--- src/rtl/operand_fetch.sv ---
// Operand-fetch stage: register-file read, EX/MEM/WB bypass, RAW hazard stall and EX pipeline register.
// Optional build macro OPFETCH_PERF_EN adds the 32-bit perf_stall_cnt output.
module operand_fetch #(
   parameter int XLEN   = 32,
   parameter int CTRL_W = 16
) (
   input  logic              clk,
   input  logic              rst,
   input  logic              id_valid,
   output logic              id_ready,
   input  logic [4:0]        id_rs1,
   input  logic [4:0]        id_rs2,
   input  logic [4:0]        id_rd,
   input  logic              id_uses_rs1,
   input  logic              id_uses_rs2,
   input  logic              id_is_load,
   input  logic [XLEN-1:0]   id_imm,
   input  logic [XLEN-1:0]   id_pc,
   input  logic [CTRL_W-1:0] id_ctrl,
   output logic [4:0]        rf_read_addr0,
   output logic [4:0]        rf_read_addr1,
   input  logic [XLEN-1:0]   rf_dout0,
   input  logic [XLEN-1:0]   rf_dout1,
   input  logic              ex_fwd_valid,
   input  logic              ex_fwd_pending,
   input  logic [4:0]        ex_fwd_addr,
   input  logic [XLEN-1:0]   ex_fwd_data,
   input  logic              mem_fwd_valid,
   input  logic [4:0]        mem_fwd_addr,
   input  logic [XLEN-1:0]   mem_fwd_data,
   input  logic              wb_we,
   input  logic [4:0]        wb_addr,
   input  logic [XLEN-1:0]   wb_data,
   input  logic              flush,
   output logic              ex_valid,
   input  logic              ex_ready,
   output logic [XLEN-1:0]   ex_rs1_val,
   output logic [XLEN-1:0]   ex_rs2_val,
   output logic [XLEN-1:0]   ex_imm,
   output logic [XLEN-1:0]   ex_pc,
   output logic [4:0]        ex_rd,
   output logic              ex_is_load,
   output logic [CTRL_W-1:0] ex_ctrl
`ifdef OPFETCH_PERF_EN
   ,
   output logic [31:0]       perf_stall_cnt
`endif
);

   logic              r_ex_valid;
   logic [XLEN-1:0]   r_ex_rs1_val;
   logic [XLEN-1:0]   r_ex_rs2_val;
   logic [XLEN-1:0]   r_ex_imm;
   logic [XLEN-1:0]   r_ex_pc;
   logic [4:0]        r_ex_rd;
   logic              r_ex_is_load;
   logic [CTRL_W-1:0] r_ex_ctrl;

   logic [XLEN-1:0]   w_rs1_val;
   logic [XLEN-1:0]   w_rs2_val;
   logic              w_haz_rs1;
   logic              w_haz_rs2;
   logic              w_hazard;
   logic              w_adv;
   logic              w_accept;

   // Youngest producer wins; forwards aimed at x0 never match.
   function automatic logic [XLEN-1:0] f_operand(
      input logic [4:0]      idx,
      input logic [XLEN-1:0] rf_val,
      input logic            exv,
      input logic [4:0]      exa,
      input logic [XLEN-1:0] exd,
      input logic            memv,
      input logic [4:0]      mema,
      input logic [XLEN-1:0] memd,
      input logic            wbv,
      input logic [4:0]      wba,
      input logic [XLEN-1:0] wbd
   );
      logic [XLEN-1:0] v;
      v = rf_val;
      if (idx == 5'd0)                       v = '0;
      else if (exv  && exa  == idx)          v = exd;
      else if (memv && mema == idx)          v = memd;
      else if (wbv  && wba  == idx)          v = wbd;
      return v;
   endfunction

   function automatic logic f_hazard(
      input logic       uses,
      input logic [4:0] idx,
      input logic       out_valid,
      input logic [4:0] out_rd,
      input logic       pend,
      input logic [4:0] pend_addr
   );
      return uses && (idx != 5'd0) &&
             ((out_valid && out_rd == idx) || (pend && pend_addr == idx));
   endfunction

   assign rf_read_addr0 = id_rs1;
   assign rf_read_addr1 = id_rs2;

   always_comb begin
      w_rs1_val = f_operand(id_rs1, rf_dout0, ex_fwd_valid, ex_fwd_addr, ex_fwd_data,
                            mem_fwd_valid, mem_fwd_addr, mem_fwd_data, wb_we, wb_addr, wb_data);
      w_rs2_val = f_operand(id_rs2, rf_dout1, ex_fwd_valid, ex_fwd_addr, ex_fwd_data,
                            mem_fwd_valid, mem_fwd_addr, mem_fwd_data, wb_we, wb_addr, wb_data);
   end

   // An instruction sitting in the output register has not produced its result anywhere yet.
   assign w_haz_rs1 = f_hazard(id_uses_rs1, id_rs1, r_ex_valid, r_ex_rd, ex_fwd_pending, ex_fwd_addr);
   assign w_haz_rs2 = f_hazard(id_uses_rs2, id_rs2, r_ex_valid, r_ex_rd, ex_fwd_pending, ex_fwd_addr);
   assign w_hazard  = w_haz_rs1 || w_haz_rs2;
   assign w_adv     = !r_ex_valid || ex_ready;
   assign id_ready  = w_adv && !w_hazard && !flush;
   assign w_accept  = id_valid && id_ready;

   always_ff @(posedge clk or posedge rst) begin
      if (rst) begin
         r_ex_valid   <= 1'b0;
         r_ex_rs1_val <= '0;
         r_ex_rs2_val <= '0;
         r_ex_imm     <= '0;
         r_ex_pc      <= '0;
         r_ex_rd      <= '0;
         r_ex_is_load <= 1'b0;
         r_ex_ctrl    <= '0;
      end else if (flush) begin
         r_ex_valid <= 1'b0;
      end else if (w_accept) begin
         r_ex_valid   <= 1'b1;
         r_ex_rs1_val <= w_rs1_val;
         r_ex_rs2_val <= w_rs2_val;
         r_ex_imm     <= id_imm;
         r_ex_pc      <= id_pc;
         r_ex_rd      <= id_rd;
         r_ex_is_load <= id_is_load;
         r_ex_ctrl    <= id_ctrl;
      end else if (w_adv) begin
         r_ex_valid <= 1'b0;
      end
   end

   assign ex_valid   = r_ex_valid;
   assign ex_rs1_val = r_ex_rs1_val;
   assign ex_rs2_val = r_ex_rs2_val;
   assign ex_imm     = r_ex_imm;
   assign ex_pc      = r_ex_pc;
   assign ex_rd      = r_ex_rd;
   assign ex_is_load = r_ex_is_load;
   assign ex_ctrl    = r_ex_ctrl;

`ifdef OPFETCH_PERF_EN
   logic [31:0] r_perf_stall_cnt;

   always_ff @(posedge clk or posedge rst) begin
      if (rst)
         r_perf_stall_cnt <= '0;
      else if (id_valid && w_hazard && !flush)
         r_perf_stall_cnt <= r_perf_stall_cnt + 32'd1;
   end

   assign perf_stall_cnt = r_perf_stall_cnt;
`endif

endmodule
--- config.mk ---
export PLATFORM = sky130hd
export DESIGN_NAME = operand_fetch
export DESIGN_NICKNAME = d
export VERILOG_FILES = /design/src/rtl/operand_fetch.sv
export SDC_FILE = /design/constraint.sdc
export NUM_CORES = 1
export LEC_CHECK = 0
export BUFFER_PORTS_ARGS = -buffer_cell sky130_fd_sc_hd__buf_2
export CAP_MARGIN = 20
export CORE_AREA = 2 2 172 174
export CTS_BUF_LIST = sky130_fd_sc_hd__clkbuf_16
export CTS_CLUSTER_SIZE = 10
export DETAILED_ROUTE_END_ITERATION = 16
export DIE_AREA = 0 0 174 176
export MAX_ROUTING_LAYER = met4
export PLACE_DENSITY_LB_ADDON = 0.05
export REMOVE_ABC_BUFFERS = 1
export SYNTH_ARGS = -nofsm -noshare
export SYNTH_HDL_FRONTEND = slang
export SYNTH_SLANG_ARGS = --single-unit
--- constraint.sdc ---
create_clock -name clk -period 7.8 [get_ports clk]
set_input_delay 0.39 -clock clk [delete_from_list [all_inputs] [get_ports clk]]
set_output_delay 0.39 -clock clk [all_outputs]
set_load 0.03 [all_outputs]
# Word-level counts from Yosys, hierarchy flattened
# Index checks and enable logic that the tools add are counted.
# totals
regBits,151
latchBits,0
ram_bits,0
rom_bits,0
output_inout_bits,162
elab_cells,58
mem_count,0
# op_classes
n_addsub,0
multipliers,0
div,0
n_lt_le_gt_ge,0
eq_ne,8
n_shift,0
mux,11
bitwise_logic,1
reduce_logical,30
# op_table
operator,n
$mux 32,8
$eq 5x5->1,8
$logic_and 1x1->1,17
$logic_not 5->1,2
$reduce_bool 5->1,2
$logic_or 1x1->1,4
$logic_not 1->1,3
$mux 1,3
$reduce_bool 3->1,1
$reduce_and 2->1,1
$not 1->1,1

# Depth between registers and ports, before layout
# Gate-level depths: netlist of the first run.
# depth
depth_word,11
depth_mapped,9

# Least setup slack after synthesis of the first run
# Ideal clock, no wire load.
# synth_timing
path_kind,input to output
startpoint,input id_rs1[1]
endpoint,output id_ready
t_arrival_ns,1.996
required_ns,7.410
slack_ns,5.414
stages,5
path_buffers,1
path_cell_list,clkbuf_1 or4_1 nor2_1 a21oi_1 nor3b_1
# synth_via
elab_chain_len,8
elab_cells_between_ends,12
cone_classes,eq/ne (2); reduce/logical (10)
# synth_lines
element,line,text
start: declaration,11,"input logic [4:0] id_rs1,"
$eq 5x5->1,99,((out_valid && out_rd == idx) || (pend && pend_addr == idx));
$logic_and 1x1->1,99,
$logic_or 1x1->1,99,
$logic_and 1x1->1 (*),98,return uses && (idx != 5'd0) &&
$logic_or 1x1->1 (*),115,assign w_hazard = w_haz_rs1 || w_haz_rs2;
$logic_not 1->1 (*),117,assign id_ready = w_adv && !w_hazard && !flush;
$logic_and 1x1->1 (*) (2 in series),117,
end: declaration,10,"output logic id_ready,"
# Mark *: on every way between the ends. The rest lies on a longest branch, timed or not.

# Worst setup path in the final report of the first run
# layout_timing
startpoint,register r_ex_rd[2] (netlist: ex_rd[2])
endpoint,register r_ex_rs2_val[22] (netlist: ex_rs2_val[22])
# layout_via
elab_chain_len,10
elab_cells_between_ends,14
cone_classes,eq/ne (2); reduce/logical (12)
# layout_lines
element,line,text
start: declaration,55,logic [4:0] r_ex_rd;
start signal: assignment,138,r_ex_rd <= id_rd;
$eq 5x5->1,99,
$logic_and 1x1->1,99,
$logic_or 1x1->1,99,
$logic_and 1x1->1,98,
$logic_or 1x1->1 (*),115,
$logic_not 1->1 (*),117,
$logic_and 1x1->1 (*) (2 in series),117,
$logic_and 1x1->1 (*),118,assign w_accept = id_valid && id_ready;
$reduce_and 2->1 (no source line) (*),-,
end signal: assignment,135,r_ex_rs2_val <= w_rs2_val;
end: declaration,52,logic [XLEN-1:0] r_ex_rs2_val;
# Marked as above.
# A chain may end at the register's enable or synchronous reset.

==> results_dict.tcl, run 1 <==
set metrics [dict create \
    die_w_um 174 \
    cp.arrival_ns 3.02 \
    dp.cells 1458 \
    ys_seq_area_share_pct 46.0 \
    drive_above_1_share_pct 48.1 \
    synth_warnings 0 \
    swShare_pct 39.5 \
    cts_setup_buffers 0 \
    power_density_nw_per_um2 248 \
    ant_nets 0 \
    critPathCaptureType "flop" \
    syn_area_um2 8210 \
    num_vias 7587 \
    ir_drop_uv 104 \
    min_period_over_period_pct 34.3 \
    cap_violations 0 \
    seqCellArea_um2 3780 \
    clk_latency_ns 0.43 \
    firstDrtPassIters 5 \
    fp.dieArea_um2 30600 \
    post_cts_resized 0 \
    synthDistinctLibCells 34 \
    pwr-share-seq_pct 36.3 \
    synthMuxAreaShare_pct 11.8 \
    p_clk_share_pct 31.0 \
    yosys.area_share.simple_pct 5.53 \
    path_class "flop to flop" \
    ys_seq_elements 151 \
    htreeDepth 4 \
    fin_cells 1502 \
    utilization_pct 39.6 \
    cts-hold-fix-buffers 0 \
    layout_commonest_cell "buf_2" \
    nFillCells 2951 \
    max_freq_mhz 374 \
    grt_pass1_wl_um 50300 \
    rsz0062_at_grt "no" \
    finClkSkew_ns 0.0174 \
    synthAdderAreaFrac_pct 0 \
    wl_per_cell_um 22.4 \
    cts_tree "built" \
    slew_headroom_pct 36.2 \
    worst-slew-pin-transition_ns 0.957 \
    post-route-min-period_ns 2.67 \
    nets 1376 \
    placed_cell_area_um2 10600 \
    worst_slack_ns 5.13 \
    power_mw 2.80 \
    rows 62 \
    whs_ns 0.0882 \
    worstPathRequired_ns 8.14 \
    pre_cts_slack_ns 4.13 \
    antenna_found_initial 11 \
    setup_viol 0 \
    place_hpwl_um 23900 \
    post_drt_via_cell_ratio 5.05 \
    drt_iter0_drc 396 \
    synth.avg_cell_area_um2 11.7 \
    hold_viol 0 \
    fp.dieH_um 176 \
    hold_path.class "input port to asynchronous set/reset pin" \
    cts_root_buf "clkbuf_16" \
    final_area_um2 11300 \
    synth-xor-area-share_pct 4.27 \
    initial_utilization_pct 28.8 \
    cts_sinks 151 \
    cts_buffers 17 \
    path_clk_slew_ns 0.08 \
    synth_edf_count 0 \
    async_flop_share_pct 100 \
    intPower_mw 1.69 \
    grt_max_degree 85 \
    drv_slew 0 \
    place_congestion 0.846 \
    drc_errors 0 \
    synth-main-ff-cell "dfrtp_1" \
    synth_top_family_by_area "compound AO/OA/AOI/OAI gates" \
    status "finished, final reports clean" \
    track_usage_pct 22.3 \
    io_buffers 443 \
    io_pins 444 \
    tns_ns 0 \
    p_sw_mw 1.10 \
    combPwrFrac_pct 32.6 \
    wl_um 33600 \
    max-clock-path-buffers 2 \
    multi_input_comb_area_um2 4000 \
    cp-start-kind "flop" \
    core_um2 28500 \
    syn_inst 703 \
    final_cell_mix "buf_2, dfrtp_1, mux2_1" \
    crit_path_max_fanout 65 \
    synth_compound_area_share_pct 26.9 \
    leakage_nw 5.30 \
    grt_overflow 0 \
    syn2layout_area_growth_pct 37.5 \
    first_global_vias 8140 \
]
## flip-flops by register name, summed over array words and instances, names as in the netlist
name        count
ex_pc          32
ex_valid        1
ex_is_load      1
ex_ctrl        16
ex_imm         32
ex_rs2_val     32
ex_rs1_val     32
ex_rd           5
## routing by layer
| metal | global-route usage [%] | share of wire (%) | wire length, um | up-vias |
|---|---|---|---|---|
| met2 | 37.2 | 49 | 16600 | 351 |
| met3 | 6.65 | 8.0 | 2700 | 31 |
| li1 | - | - | - | 3502 |
| met5 | - | 0 | 0 | - |
| met4 | 7.70 | 1.9 | 631 | 0 |
| met1 | 25.6 | 41 | 13700 | 3703 |
## final timing paths
kind | startpoint | endpoint | slack (ns) | cells past startpoint
worst max-delay path | ex_rd[2] | ex_rs2_val[22] | 5.13 | 7
worst min-delay path | rst | ex_ctrl[7] | 0.09 | 2
worst max register to register | ex_rd[2] | ex_rs2_val[22] | 5.13 | 7
worst min register to register | ex_imm[26] | ex_imm[26] | 0.48 | 1
max in group asynchronous | rst | ex_rs2_val[1] | 6.19 | 3
min in group clk | flush | ex_valid | 0.15 | 2
## critical path: stages, from the launching register on
cell and delay, ns:
dfrtp_1 0.44, xor2_1 0.16, nor4_1 0.31, nand4_1 0.17, a21oi_1 0.36, or3_2 0.19
buf_4 0.70, o2bb2ai_1 0.20
## Yosys cell counts (3+ instances only)
master / instances / share of area [%]
nand2_1: 7 / 0.32
a2bb2oi_1: 64 / 6.8
o21ai_0: 64 / 3.9
mux2_1: 86 / 12
nand3_1: 4 / 0.24
or4_1: 3 / 0.27
xor2_1: 26 / 2.8
buf_2: 17 / 1.0
xnor2_1: 14 / 1.5
a221oi_1: 64 / 6.8
buf_4: 16 / 1.5
clkbuf_1: 51 / 2.3
nor2_1: 5 / 0.23
or3_1: 3 / 0.23
buf_6: 4 / 0.55
and2_1: 34 / 2.6
nor3b_1: 3 / 0.27
o2bb2ai_1: 34 / 3.6
o2bb2ai_2: 30 / 5.5
nand4_1: 4 / 0.30
dfrtp_1: 151 / 46
nor4_1: 4 / 0.30
## cells by family (layout without fill, tap and decap cells)
group | count (synthesis) | after routing
AOI/OAI and AO/OA | 259 | 259
xor gates and xnor gates | 40 | 40
buffers and inverters | 91 | 495
DFF | 151 | 151
muxes | 86 | 86
other | 0 | 11
and+or+nand+nor | 76 | 76
## power groups by stage
stage               combinational [mW]  sequential, mW  clock [mW]
floorplan                        0.253            1.33           0
detailed placement               0.924            1.03           0
CTS                              0.926            1.02       0.895
global route                     0.971            1.04       0.928
global placement                 0.925            1.03           0
finish                           0.913            1.02       0.868
## cell type report
class | count | share of cell area [%]
Tap cell | 384 | 4.25
Antenna cell | 11 | 0.244
Timing Repair Buffer | 461 | 21.1
Sequential cell | 151 | 33.5
Multi-Input combinational cell | 461 | 35.4
Clock buffer | 17 | 3.77
Clock inverter | 15 | 1.72
Inverter | 2 | 0.111
(Power assumes the default switching activity.)
==> inputs of run 2 (changes only) <==
Settings changed: CORE_AREA 2 2 172 174 to 2 2 173 175, DIE_AREA 0 0 174 176 to 0 0 175 177.
Clock period 7.8 ns to 2.5 ns, I/O delays scaled along.
==> run 2 against run 1 <==
Net effect: hold slack got worse by 0.063 ns; clock skew fell by 0.0090 ns; sequential power rose to 3.1 times the previous value; die area rose by 1.1%.
==> results_dict.tcl, run 2 (same netlist as run 1, synthesis figures left out) <==
set metrics [dict create \
    wl_um 34900 \
    core_um2 29200 \
    nets 1500 \
    drt_iter0_drc 318 \
    dp.cells 1476 \
    crit_slowest_cell "dfrtp_1" \
    startpoint "ex_rd[2]" \
    reg2reg_to "ex_pc[2]" \
    crit_chain "xor2_1 -> nor4_1 -> nand4_1 -> a21oi_1 -> nor3_4 -> buf_12 -> mux2_1" \
    power_mw 8.69 \
    drv_slew 0 \
    drc_errors 0 \
    io_pins 444 \
    path_class "flop to flop" \
    setup_viol 0 \
    reg2reg_depth 7 \
    ir_drop_uv 362 \
    io_buffers 443 \
    max-clock-path-buffers 2 \
    grt_overflow 0 \
    slowest_delay_ns 0.42 \
    drive_above_1_share_pct 43.8 \
    first_global_vias 8970 \
    htreeDepth 4 \
    rsz0062_at_grt "no" \
    cts_buffers 17 \
    layout_commonest_cell "buf_2" \
    power_density_nw_per_um2 692 \
    leakage_nw 5.84 \
    post-route-min-period_ns 2.29 \
    final_cell_mix "buf_2, dfrtp_1, dlygate4sd3_1" \
    clk_latency_ns 0.43 \
    finClkSkew_ns 0.00843 \
    worst-slew-pin-transition_ns 0.534 \
    place_congestion 0.881 \
    syn2layout_area_growth_pct 52.7 \
    cap_violations 0 \
    endpoint "ex_pc[2]" \
    antenna_found_initial 4 \
    worstPathRequired_ns 2.81 \
    cts_tree "built" \
    hold_path.class "input port to flop" \
    post_drt_via_cell_ratio 4.98 \
    r2r_slack_ns 0.21 \
    fin_cells 1625 \
    num_vias 8092 \
    fp.dieH_um 177 \
    cts_root_buf "clkbuf_16" \
    timing.rr.start "ex_rd[2]" \
    hold_viol 0 \
    track_usage_pct 23.0 \
    ant_nets 0 \
    wl_per_cell_um 21.5 \
    initial_utilization_pct 28.1 \
    critPathCaptureType "flop" \
    grt_pass1_wl_um 52800 \
    status "finished, final reports clean" \
    max_freq_mhz 436 \
    rows 63 \
    cp-start-kind "flop" \
    fp.dieArea_um2 31000 \
    cts_sinks 151 \
    path_clk_slew_ns 0.07 \
    die_w_um 175 \
    slew_headroom_pct 64.4 \
    place_hpwl_um 24800 \
    min_period_over_period_pct 91.6 \
    cp.arrival_ns 2.60 \
    firstDrtPassIters 4 \
    crit_path_max_fanout 53 \
    grt_max_degree 54 \
]
==> run 2: cell count changes in the layout (fill, tap and decap cells not counted), sizes merged <==
cell,before,now
clkinv,6,8
bufinv,0,1
inv,11,7
clkinvlp,0,1
diode,11,4
clkbuf,18,17
dlygate4sd3,0,113
buf,460,472
==> run 2: metal layers <==
layer / share of wire, % / GRT usage [%] / routed length (um)
met3: 7.9 / 6.51 / 2740
met4: 2.2 / 7.26 / 757
met2: 50 / 39.4 / 17600
met1: 40 / 26.1 / 13800
met5: 0 / - / 0
==> run 2: area by class of cell <==
| cell class | count | area, um2 |
|---|---|---|
| clock inverter | 15 | 128 |
| antenna | 4 | 10.0 |
| fill | 2860 | 16700 |
| clock buffer | 17 | 425 |
| sequential | 151 | 3780 |
| tap | 390 | 488 |
| inverter | 2 | 12.5 |
| multi-input combinational | 461 | 4000 |
| timing repair buffer | 585 | 3700 |
==> run 2: report_power, final <==
part | switching (mW) | internal [mW]
sequential | 0.269 | 2.91
clock | 1.11 | 1.37
combinational | 1.88 | 1.14
total | 3.26 | 5.43
==> run 2: what timing repair did <==
item	4_1_cts	5_1_grt
hold buffers	113	0
hold endpoints to repair	173	0
buffers inserted	0	0
resized for setup	0	0
==> run 2: worst min-delay path by stage <==
stage               startpoint              to  slack [ns]  cells after the start
4_1_cts        ex_fwd_data[26]  ex_rs1_val[26]       0.003                      3
6_report       ex_fwd_data[29]  ex_rs1_val[29]        0.03                      3
5_1_grt        ex_fwd_data[26]  ex_rs1_val[26]        0.02                      3
2_1_floorplan            flush        ex_valid        0.22                      1
3_5_place_dp               rst      ex_ctrl[3]        0.22                      2
3_3_place_gp               rst      ex_ctrl[3]        0.23                      2
==> run 2: through the flow <==
step | util, % | area [um2] | hold WS, ns | TNS [ns] | setup WS (ns)
floorplan | - | 7770 | 0.216 | -508.20 | -2.46
global placement | 37.1 | 10900 | 0.228 | 0 | 0.284
detailed placement | 37.1 | 10900 | 0.222 | 0 | 0.238
CTS | 42.9 | 12500 | 0.00273 | 0 | 0.219
global route | 42.9 | 12500 | 0.0178 | 0 | 0.0565
finish | 42.9 | 12500 | 0.0252 | 0 | 0.209
==> run 2: critical path, delay by kind of cell (launching register included) <==
family          cells  cell delay (ns)
xor+xnor            1             0.15
compound gates      1             0.39
simple gates        3             0.60
flops               1             0.42
mux                 1             0.36
buf+inv             1             0.22
